===== config.mk =====
export PLATFORM = sky130hd
export DESIGN_NAME = ysyx_22051013_axi_master_bridge
export DESIGN_NICKNAME = d
export VERILOG_FILES = /design/src/rtl/ysyx_22051013_axi_master_bridge.sv
export SDC_FILE = /design/constraint.sdc
export NUM_CORES = 1
export LEC_CHECK = 0
export BUFFER_PORTS_ARGS = -buffer_cell sky130_fd_sc_hd__buf_2
export CORE_AREA = 4 4 271 273
export DETAILED_ROUTE_END_ITERATION = 16
export DIE_AREA = 0 0 275 277
export PLACE_DENSITY_LB_ADDON = 0.1
export SYNTH_ARGS = -nofsm -noshare
export SYNTH_HDL_FRONTEND = slang
export SYNTH_SLANG_ARGS = --single-unit

===== constraint.sdc =====
create_clock -name clk -period 2.26 [get_ports clk]
set_clock_uncertainty 0.1 [all_clocks]
set_input_delay 0.452 -clock clk [delete_from_list [all_inputs] [get_ports clk]]
set_output_delay 0.452 -clock clk [all_outputs]
set_load 0.02 [all_outputs]

===== src/rtl/ysyx_22051013_axi_master_bridge.sv =====
// ysyx_22051013_axi_master_bridge
//   Merges IFU instruction fetches and LSU loads/stores onto one single-beat
//   AXI master port (64-bit data, no bursts) and routes each response back
//   to whoever issued the request.
//
//   The read channel and the write channel each run their own small FSM, so
//   an IFU fetch can be in flight while an LSU store is in flight.
//   An LSU load is not started while a store is pending or in flight, or in
//   the cycle that store's completion pulse is being delivered.
//   Because of this, a load never overtakes an earlier store.
//
// Ports
//   clk, rst                         clock; synchronous active-high reset
//   ifu_rd_*   / ifu_resp_*          IFU read request / 1-cycle response pulse
//   lsu_rd_*   / lsu_resp_*          LSU read request / 1-cycle response pulse
//   lsu_wr_*   / lsu_wr_done         LSU write request / 1-cycle completion pulse
//   axi_aw_* axi_w_* axi_b_*         AXI write address / data / response
//   axi_ar_* axi_r_*                 AXI read address / data
module ysyx_22051013_axi_master_bridge #(
    parameter int ID_W   = 4,
    parameter int ADDR_W = 64,
    parameter int DATA_W = 64,
    parameter int STRB_W = DATA_W / 8
) (
    input  logic              clk,
    input  logic              rst,
    // IFU read port
    input  logic              ifu_rd_valid,
    input  logic [ADDR_W-1:0] ifu_rd_addr,
    output logic              ifu_rd_ready,
    output logic              ifu_resp_valid,
    output logic [DATA_W-1:0] ifu_resp_data,
    // LSU read port
    input  logic              lsu_rd_valid,
    input  logic [ADDR_W-1:0] lsu_rd_addr,
    output logic              lsu_rd_ready,
    output logic              lsu_resp_valid,
    output logic [DATA_W-1:0] lsu_resp_data,
    // LSU write port
    input  logic              lsu_wr_valid,
    input  logic [ADDR_W-1:0] lsu_wr_addr,
    input  logic [DATA_W-1:0] lsu_wr_data,
    input  logic [STRB_W-1:0] lsu_wr_strb,
    output logic              lsu_wr_ready,
    output logic              lsu_wr_done,
    // AXI write address
    output logic [ID_W-1:0]   axi_aw_id,
    output logic [ADDR_W-1:0] axi_aw_addr,
    output logic              axi_aw_valid,
    input  logic              axi_aw_ready,
    // AXI write data
    output logic [DATA_W-1:0] axi_w_data,
    output logic [STRB_W-1:0] axi_w_strb,
    output logic              axi_w_valid,
    input  logic              axi_w_ready,
    // AXI write response
    input  logic [ID_W-1:0]   axi_b_id,
    input  logic [1:0]        axi_b_resp,
    input  logic              axi_b_valid,
    output logic              axi_b_ready,
    // AXI read address
    output logic [ID_W-1:0]   axi_ar_id,
    output logic [ADDR_W-1:0] axi_ar_addr,
    output logic              axi_ar_valid,
    input  logic              axi_ar_ready,
    // AXI read data
    input  logic [ID_W-1:0]   axi_r_id,
    input  logic [DATA_W-1:0] axi_r_data,
    input  logic [1:0]        axi_r_resp,
    input  logic              axi_r_valid,
    output logic              axi_r_ready
);

    typedef enum logic [1:0] {R_IDLE, R_AR, R_WAIT} r_state_t;
    typedef enum logic [1:0] {W_IDLE, W_REQ, W_RESP} w_state_t;

    localparam logic [ID_W-1:0] IFU_ID = ID_W'(0);
    localparam logic [ID_W-1:0] LSU_ID = ID_W'(1);

    r_state_t r_state_reg, r_state_next;
    w_state_t w_state_reg, w_state_next;

    logic [ADDR_W-1:0] ar_addr_reg;
    logic [ID_W-1:0]   ar_id_reg;
    logic              rd_owner_lsu_reg;
    logic              ifu_resp_valid_reg, lsu_resp_valid_reg;
    logic [DATA_W-1:0] ifu_resp_data_reg, lsu_resp_data_reg;

    logic [ADDR_W-1:0] aw_addr_reg;
    logic [ID_W-1:0]   aw_id_reg;
    logic [DATA_W-1:0] w_data_reg;
    logic [STRB_W-1:0] w_strb_reg;
    logic              aw_done_reg, w_done_reg, wr_done_reg;

    logic lsu_rd_grant, ifu_rd_grant, wr_accept;
    logic aw_hs, w_hs;

    // Response IDs and codes are not used: with a single outstanding
    // transaction per channel the owner register already knows the target.
    logic unused_inputs;
    assign unused_inputs = ^{axi_r_id, axi_r_resp, axi_b_id, axi_b_resp};

    // A store always wins a same-cycle tie against an LSU load. This term
    // depends only on the write side, so there is no combinational loop.
    assign wr_accept = !rst && (w_state_reg == W_IDLE) && lsu_wr_valid;

    assign aw_hs = axi_aw_valid && axi_aw_ready;
    assign w_hs  = axi_w_valid && axi_w_ready;

    // ---------------- read FSM ----------------
    always_ff @(posedge clk) begin
        if (rst) r_state_reg <= R_IDLE;
        else     r_state_reg <= r_state_next;
    end

    always_comb begin
        r_state_next = r_state_reg;
        lsu_rd_grant = 1'b0;
        ifu_rd_grant = 1'b0;
        case (r_state_reg)
            R_IDLE: begin
                if (!rst) begin
                    // The load waits for the store to be idle and its done
                    // pulse to be delivered, so read-after-write is safe.
                    if (lsu_rd_valid && (w_state_reg == W_IDLE) && !wr_accept && !wr_done_reg)
                        lsu_rd_grant = 1'b1;
                    else if (ifu_rd_valid)
                        ifu_rd_grant = 1'b1;
                end
                if (lsu_rd_grant || ifu_rd_grant) r_state_next = R_AR;
            end
            R_AR:    if (axi_ar_ready) r_state_next = R_WAIT;
            R_WAIT:  if (axi_r_valid)  r_state_next = R_IDLE;
            default: r_state_next = R_IDLE;
        endcase
    end

    always_ff @(posedge clk) begin
        if (rst) begin
            ar_addr_reg        <= '0;
            ar_id_reg          <= '0;
            rd_owner_lsu_reg   <= 1'b0;
            ifu_resp_valid_reg <= 1'b0;
            lsu_resp_valid_reg <= 1'b0;
            ifu_resp_data_reg  <= '0;
            lsu_resp_data_reg  <= '0;
        end else begin
            ifu_resp_valid_reg <= 1'b0;
            lsu_resp_valid_reg <= 1'b0;
            if (lsu_rd_grant) begin
                ar_addr_reg      <= lsu_rd_addr;
                ar_id_reg        <= LSU_ID;
                rd_owner_lsu_reg <= 1'b1;
            end else if (ifu_rd_grant) begin
                ar_addr_reg      <= ifu_rd_addr;
                ar_id_reg        <= IFU_ID;
                rd_owner_lsu_reg <= 1'b0;
            end
            if ((r_state_reg == R_WAIT) && axi_r_valid) begin
                if (rd_owner_lsu_reg) begin
                    lsu_resp_data_reg  <= axi_r_data;
                    lsu_resp_valid_reg <= 1'b1;
                end else begin
                    ifu_resp_data_reg  <= axi_r_data;
                    ifu_resp_valid_reg <= 1'b1;
                end
            end
        end
    end

    // ---------------- write FSM ----------------
    always_ff @(posedge clk) begin
        if (rst) w_state_reg <= W_IDLE;
        else     w_state_reg <= w_state_next;
    end

    always_comb begin
        w_state_next = w_state_reg;
        case (w_state_reg)
            W_IDLE: if (wr_accept) w_state_next = W_REQ;
            // AW and W may complete in either order or together.
            W_REQ:  if ((aw_done_reg || aw_hs) && (w_done_reg || w_hs)) w_state_next = W_RESP;
            W_RESP: if (axi_b_valid) w_state_next = W_IDLE;
            default: w_state_next = W_IDLE;
        endcase
    end

    always_ff @(posedge clk) begin
        if (rst) begin
            aw_addr_reg <= '0;
            aw_id_reg   <= '0;
            w_data_reg  <= '0;
            w_strb_reg  <= '0;
            aw_done_reg <= 1'b0;
            w_done_reg  <= 1'b0;
            wr_done_reg <= 1'b0;
        end else begin
            wr_done_reg <= (w_state_reg == W_RESP) && axi_b_valid;
            if (wr_accept) begin
                aw_addr_reg <= lsu_wr_addr;
                aw_id_reg   <= LSU_ID;
                w_data_reg  <= lsu_wr_data;
                w_strb_reg  <= lsu_wr_strb;
                aw_done_reg <= 1'b0;
                w_done_reg  <= 1'b0;
            end else begin
                if (aw_hs) aw_done_reg <= 1'b1;
                if (w_hs)  w_done_reg  <= 1'b1;
            end
        end
    end

    // ---------------- outputs ----------------
    assign ifu_rd_ready   = ifu_rd_grant;
    assign lsu_rd_ready   = lsu_rd_grant;
    assign ifu_resp_valid = ifu_resp_valid_reg;
    assign ifu_resp_data  = ifu_resp_data_reg;
    assign lsu_resp_valid = lsu_resp_valid_reg;
    assign lsu_resp_data  = lsu_resp_data_reg;
    assign lsu_wr_ready   = wr_accept;
    assign lsu_wr_done    = wr_done_reg;

    assign axi_ar_id    = ar_id_reg;
    assign axi_ar_addr  = ar_addr_reg;
    assign axi_ar_valid = (r_state_reg == R_AR);
    assign axi_r_ready  = (r_state_reg == R_WAIT);

    // Each valid drops once its own handshake is done, to avoid a second transfer.
    assign axi_aw_id    = aw_id_reg;
    assign axi_aw_addr  = aw_addr_reg;
    assign axi_aw_valid = (w_state_reg == W_REQ) && !aw_done_reg;
    assign axi_w_data   = w_data_reg;
    assign axi_w_strb   = w_strb_reg;
    assign axi_w_valid  = (w_state_reg == W_REQ) && !w_done_reg;
    assign axi_b_ready  = (w_state_reg == W_RESP);

endmodule

==> impl_metrics.py <==
metrics = {
    "timing": {
        "max_freq_ghz": 0.442,
        "relSlewSlack_pct": 53.0,
        "period_share_pct": 100,
        "hold_violations": 0,
        "rsz0062_at_grt": "yes",
        "min_period_ns": 2.26,
        "finalWorstSetupSlack_ns": -0.00395,
        "setup_violations": 1,
        "slew_viol_final": 0,
        "tightest_slew_ns": 0.705,
    },
    "synth": {
        "synth_most_common_cell": "nand2_1",
        "synth_area_um2": 13100,
        "ys_seq_area_share_pct": 52.0,
        "ys_warn_count": 0,
        "synth_common_cells": "533 x nand2_1, 339 x dfxtp_1, 131 x a21oi_1, 84 x clkbuf_1, 80 x o21ai_0",
        "yosys_register_bits": 339,
        "avgSynthCellArea_um2": 8.19,
        "async_reset_ff_share_pct": 0,
        "synth_ff_type": "dfxtp_1",
        "yosys.cell_types.count": 33,
        "synth-edff-count": 0,
        "synthCells": 1594,
        "yosys.area.top_type_share_pct": 52.0,
        "synth_top_cell_by_area": "dfxtp_1",
        "synthTopCellsByArea": "dfxtp_1 52%, nand2_1 15%, a21oi_1 5.0%",
    },
    "global_routing": {
        "grt_max_degree": 135,
        "track_usage_pct": 15.0,
        "grt_pass1_wl_um": 89400,
        "grt_pass1_vias": 14236,
        "antenna_found_initial": 19,
        "overflow": 0,
    },
    "die": {
        "ios": 697,
        "num_rows": 98,
        "dieArea_um2": 76200,
        "fp.dieW_um": 275,
        "initial_core_util_pct": 18.4,
        "core_um2": 71100,
        "die_h_um": 277,
    },
    "critical_path": {
        "cp_max_fo": 4,
        "cp_slowest_stage_delay_ns": 0.34,
        "critPathSlowestCell": "dfxtp_2",
        "arrival_ns": 1.71,
        "rrSetupSlack_ns": 0.26,
        "crit_path_end_kind": "primary output",
        "cp.required_ns": 1.71,
        "start_kind": "flip-flop",
        "r2r-start": "w_state_reg[1]$_SDFFE_PP0P_",
        "path_class": "flip-flop to primary output",
        "timing.rr.end": "axi_w_data[35]$_SDFFE_PP0P_",
        "path_buf_inv": 2,
        "crit_chain": "nor4b_4 -> buf_12 -> and2_4 -> nor3_2 -> buf_4",
        "reg2reg_depth": 6,
        "critPathTopFamily": "simple AND/OR/NAND/NOR gates",
    },
    "worst_hold_path": {
        "hold_path_end": "ifu_resp_data[8]$_SDFFE_PP0P_",
        "hp-start": "axi_r_data[8]",
        "hold_depth": 3,
        "hp-class": "primary input to flip-flop",
    },
    "place": {
        "port-buffer-count": 678,
        "dp_hpwl_um": 44200,
        "dp_slack_ns": 0.159,
        "gp_congestion": 0.807,
    },
    "layout": {
        "nets": 2766,
        "area_growth_pct": 61.4,
        "layout-drive-gt1-share_pct": 33.4,
    },
    "detailed_routing": {
        "drt-total-wl_um": 60700,
        "drt_iter0_markers": 600,
        "vias_per_cell": 4.15,
        "firstDrtPassIters": 4,
        "drc_errors": 0,
        "wl_per_cell_um": 17.8,
        "final_antenna_net_count": 0,
        "dr_total_vias": 14139,
    },
    "power": {
        "irDropWorstVdd_mv": 0.440,
        "p_total_uw": 16000,
        "power_density_nw_per_um2": 761,
        "leakage_uw": 0.00975,
    },
    "cts": {
        "root_buffer": "clkbuf_16",
        "cts.clk_slew.worst_paths_ns": 0.06,
        "cts_buffers": 44,
        "h-tree-depth": 2,
        "cts_max_path_buffers": 3,
        "cts_tree": "built",
        "insertion_delay_ns": 0.55,
        "cts.sinks": 339,
    },
    "job": {
        "cap_violations": 0,
    },
    "outcome": {
        "status": "complete, but fails checks",
        "violations": "negative setup slack",
    },
}
## metrics by stage
stage / hold slack (ns) / util [%] / setup TNS, ns / instances / area (um2)
after CTS: 0.00167 / 29.5 / -0.131 / 3395 / 21000
final: 0.0587 / 29.6 / -0.00395 / 3409 / 21100
after global routing: 0.0156 / 29.6 / -0.208 / 3405 / 21100
after global placement: 0.335 / 24.8 / 0 / 3120 / 17600
after floorplan: 0.372 / - / 0 / 1599 / 13100
after detailed placement: 0.334 / 24.8 / 0 / 3120 / 17600
## power breakdown
| group | switching (uW) | internal, uW | total [uW] |
|---|---|---|---|
| registers | 189 | 6350 | 6540 |
| clock network | 2760 | 3980 | 6740 |
| logic | 1610 | 1140 | 2740 |
| total | 4560 | 11500 | 16000 |
## how the worst max path moves through the flow
stage / from / to / cells after the start
floorplan: ifu_rd_valid / ifu_rd_ready / 5
global placement: ifu_rd_valid / axi_ar_addr[9]$_SDFFE_PP0P_ / 6
detailed placement: ifu_rd_valid / axi_ar_addr[19]$_SDFFE_PP0P_ / 6
CTS: lsu_wr_done$_SDFF_PP0_ / ifu_rd_ready / 5
global route: w_state_reg[0]$_SDFFE_PP0P_ / ifu_rd_ready / 5
finish: w_state_reg[0]$_SDFFE_PP0P_ / ifu_rd_ready / 5
## cell families (layout without fill, tap and decap cells)
| logic type | after synthesis | after routing | share of synthesized area [%] |
|---|---|---|---|
| AO/OA/AOI/OAI | 469 | 469 | 23.2 |
| flip-flops | 339 | 339 | 52.0 |
| buffers and inverters | 223 | 1071 | 7.92 |
| AND/OR/NAND/NOR | 562 | 562 | 16.9 |
| other | 1 | 18 | 0.0287 |
## per-layer routing
| metal | GRT usage (%) | routed length (um) |
|---|---|---|
| met1 | 17.4 | 24500 |
| met2 | 26.2 | 29800 |
| met3 | 4.39 | 4430 |
| met4 | 5.38 | 1900 |
| met5 | 0 | 62 |
## worst min-delay path: cells and delay by family
| kind | cells | cell delay (ns) |
|---|---|---|
| buffers and inverters | 1 | 0.12 |
| AND/OR/NAND/NOR | 1 | 0.05 |
| AO/OA/AOI/OAI | 1 | 0.05 |
## placed cells by master, fill, tap and decap left out, types with 2 or more instances in the layout
| cell | netlist | routed |
|---|---|---|
| a31oi_1 | 64 | 64 |
| dfxtp_1 | 339 | 336 |
| buf_4 | 15 | 32 |
| o311a_1 | 65 | 65 |
| clkbuf_8 | 0 | 12 |
| clkinv_4 | 0 | 2 |
| o21ai_1 | 58 | 58 |
| a2bb2oi_1 | 2 | 2 |
| nor2_1 | 9 | 9 |
| o221ai_1 | 2 | 2 |
| conb_1 | 1 | 6 |
| nor4b_4 | 1 | 2 |
| nand2b_1 | 3 | 2 |
| clkinv_2 | 0 | 4 |
| dlygate4sd3_1 | 0 | 192 |
| diode_2 | 0 | 12 |
| dfxtp_2 | 0 | 3 |
| nand2_1 | 533 | 532 |
| a21oi_1 | 131 | 131 |
| clkbuf_16 | 0 | 44 |
| buf_2 | 40 | 673 |
| nor2b_1 | 5 | 4 |
| clkbuf_1 | 84 | 12 |
| buf_6 | 12 | 3 |
| a211o_1 | 64 | 64 |
| o21ai_0 | 80 | 80 |
| buf_12 | 0 | 26 |
| inv_1 | 67 | 66 |
## final cells by class
type,instances,area (um2)
timing repair buffer,927,6100
sequential,339,6790
clock buffer,68,1310
clock inverter,9,70.1
antenna,12,30.0
fill,7803,50100
multi-input combinational,1037,5320
inverter,67,254
tap,950,1190
## what timing repair did
action | 4_1_cts | 5_1_grt
endpoints found under the setup margin | 6 | 4
gates resized for setup | 14 | 3
pin swaps | 4 | 3
hold buffers | 192 | 0
endpoints found under the hold margin | 238 | 0
cloned | 0 | 0
buffers inserted | 6 | 2
Note: power is estimated with default switching activity, not from simulation.
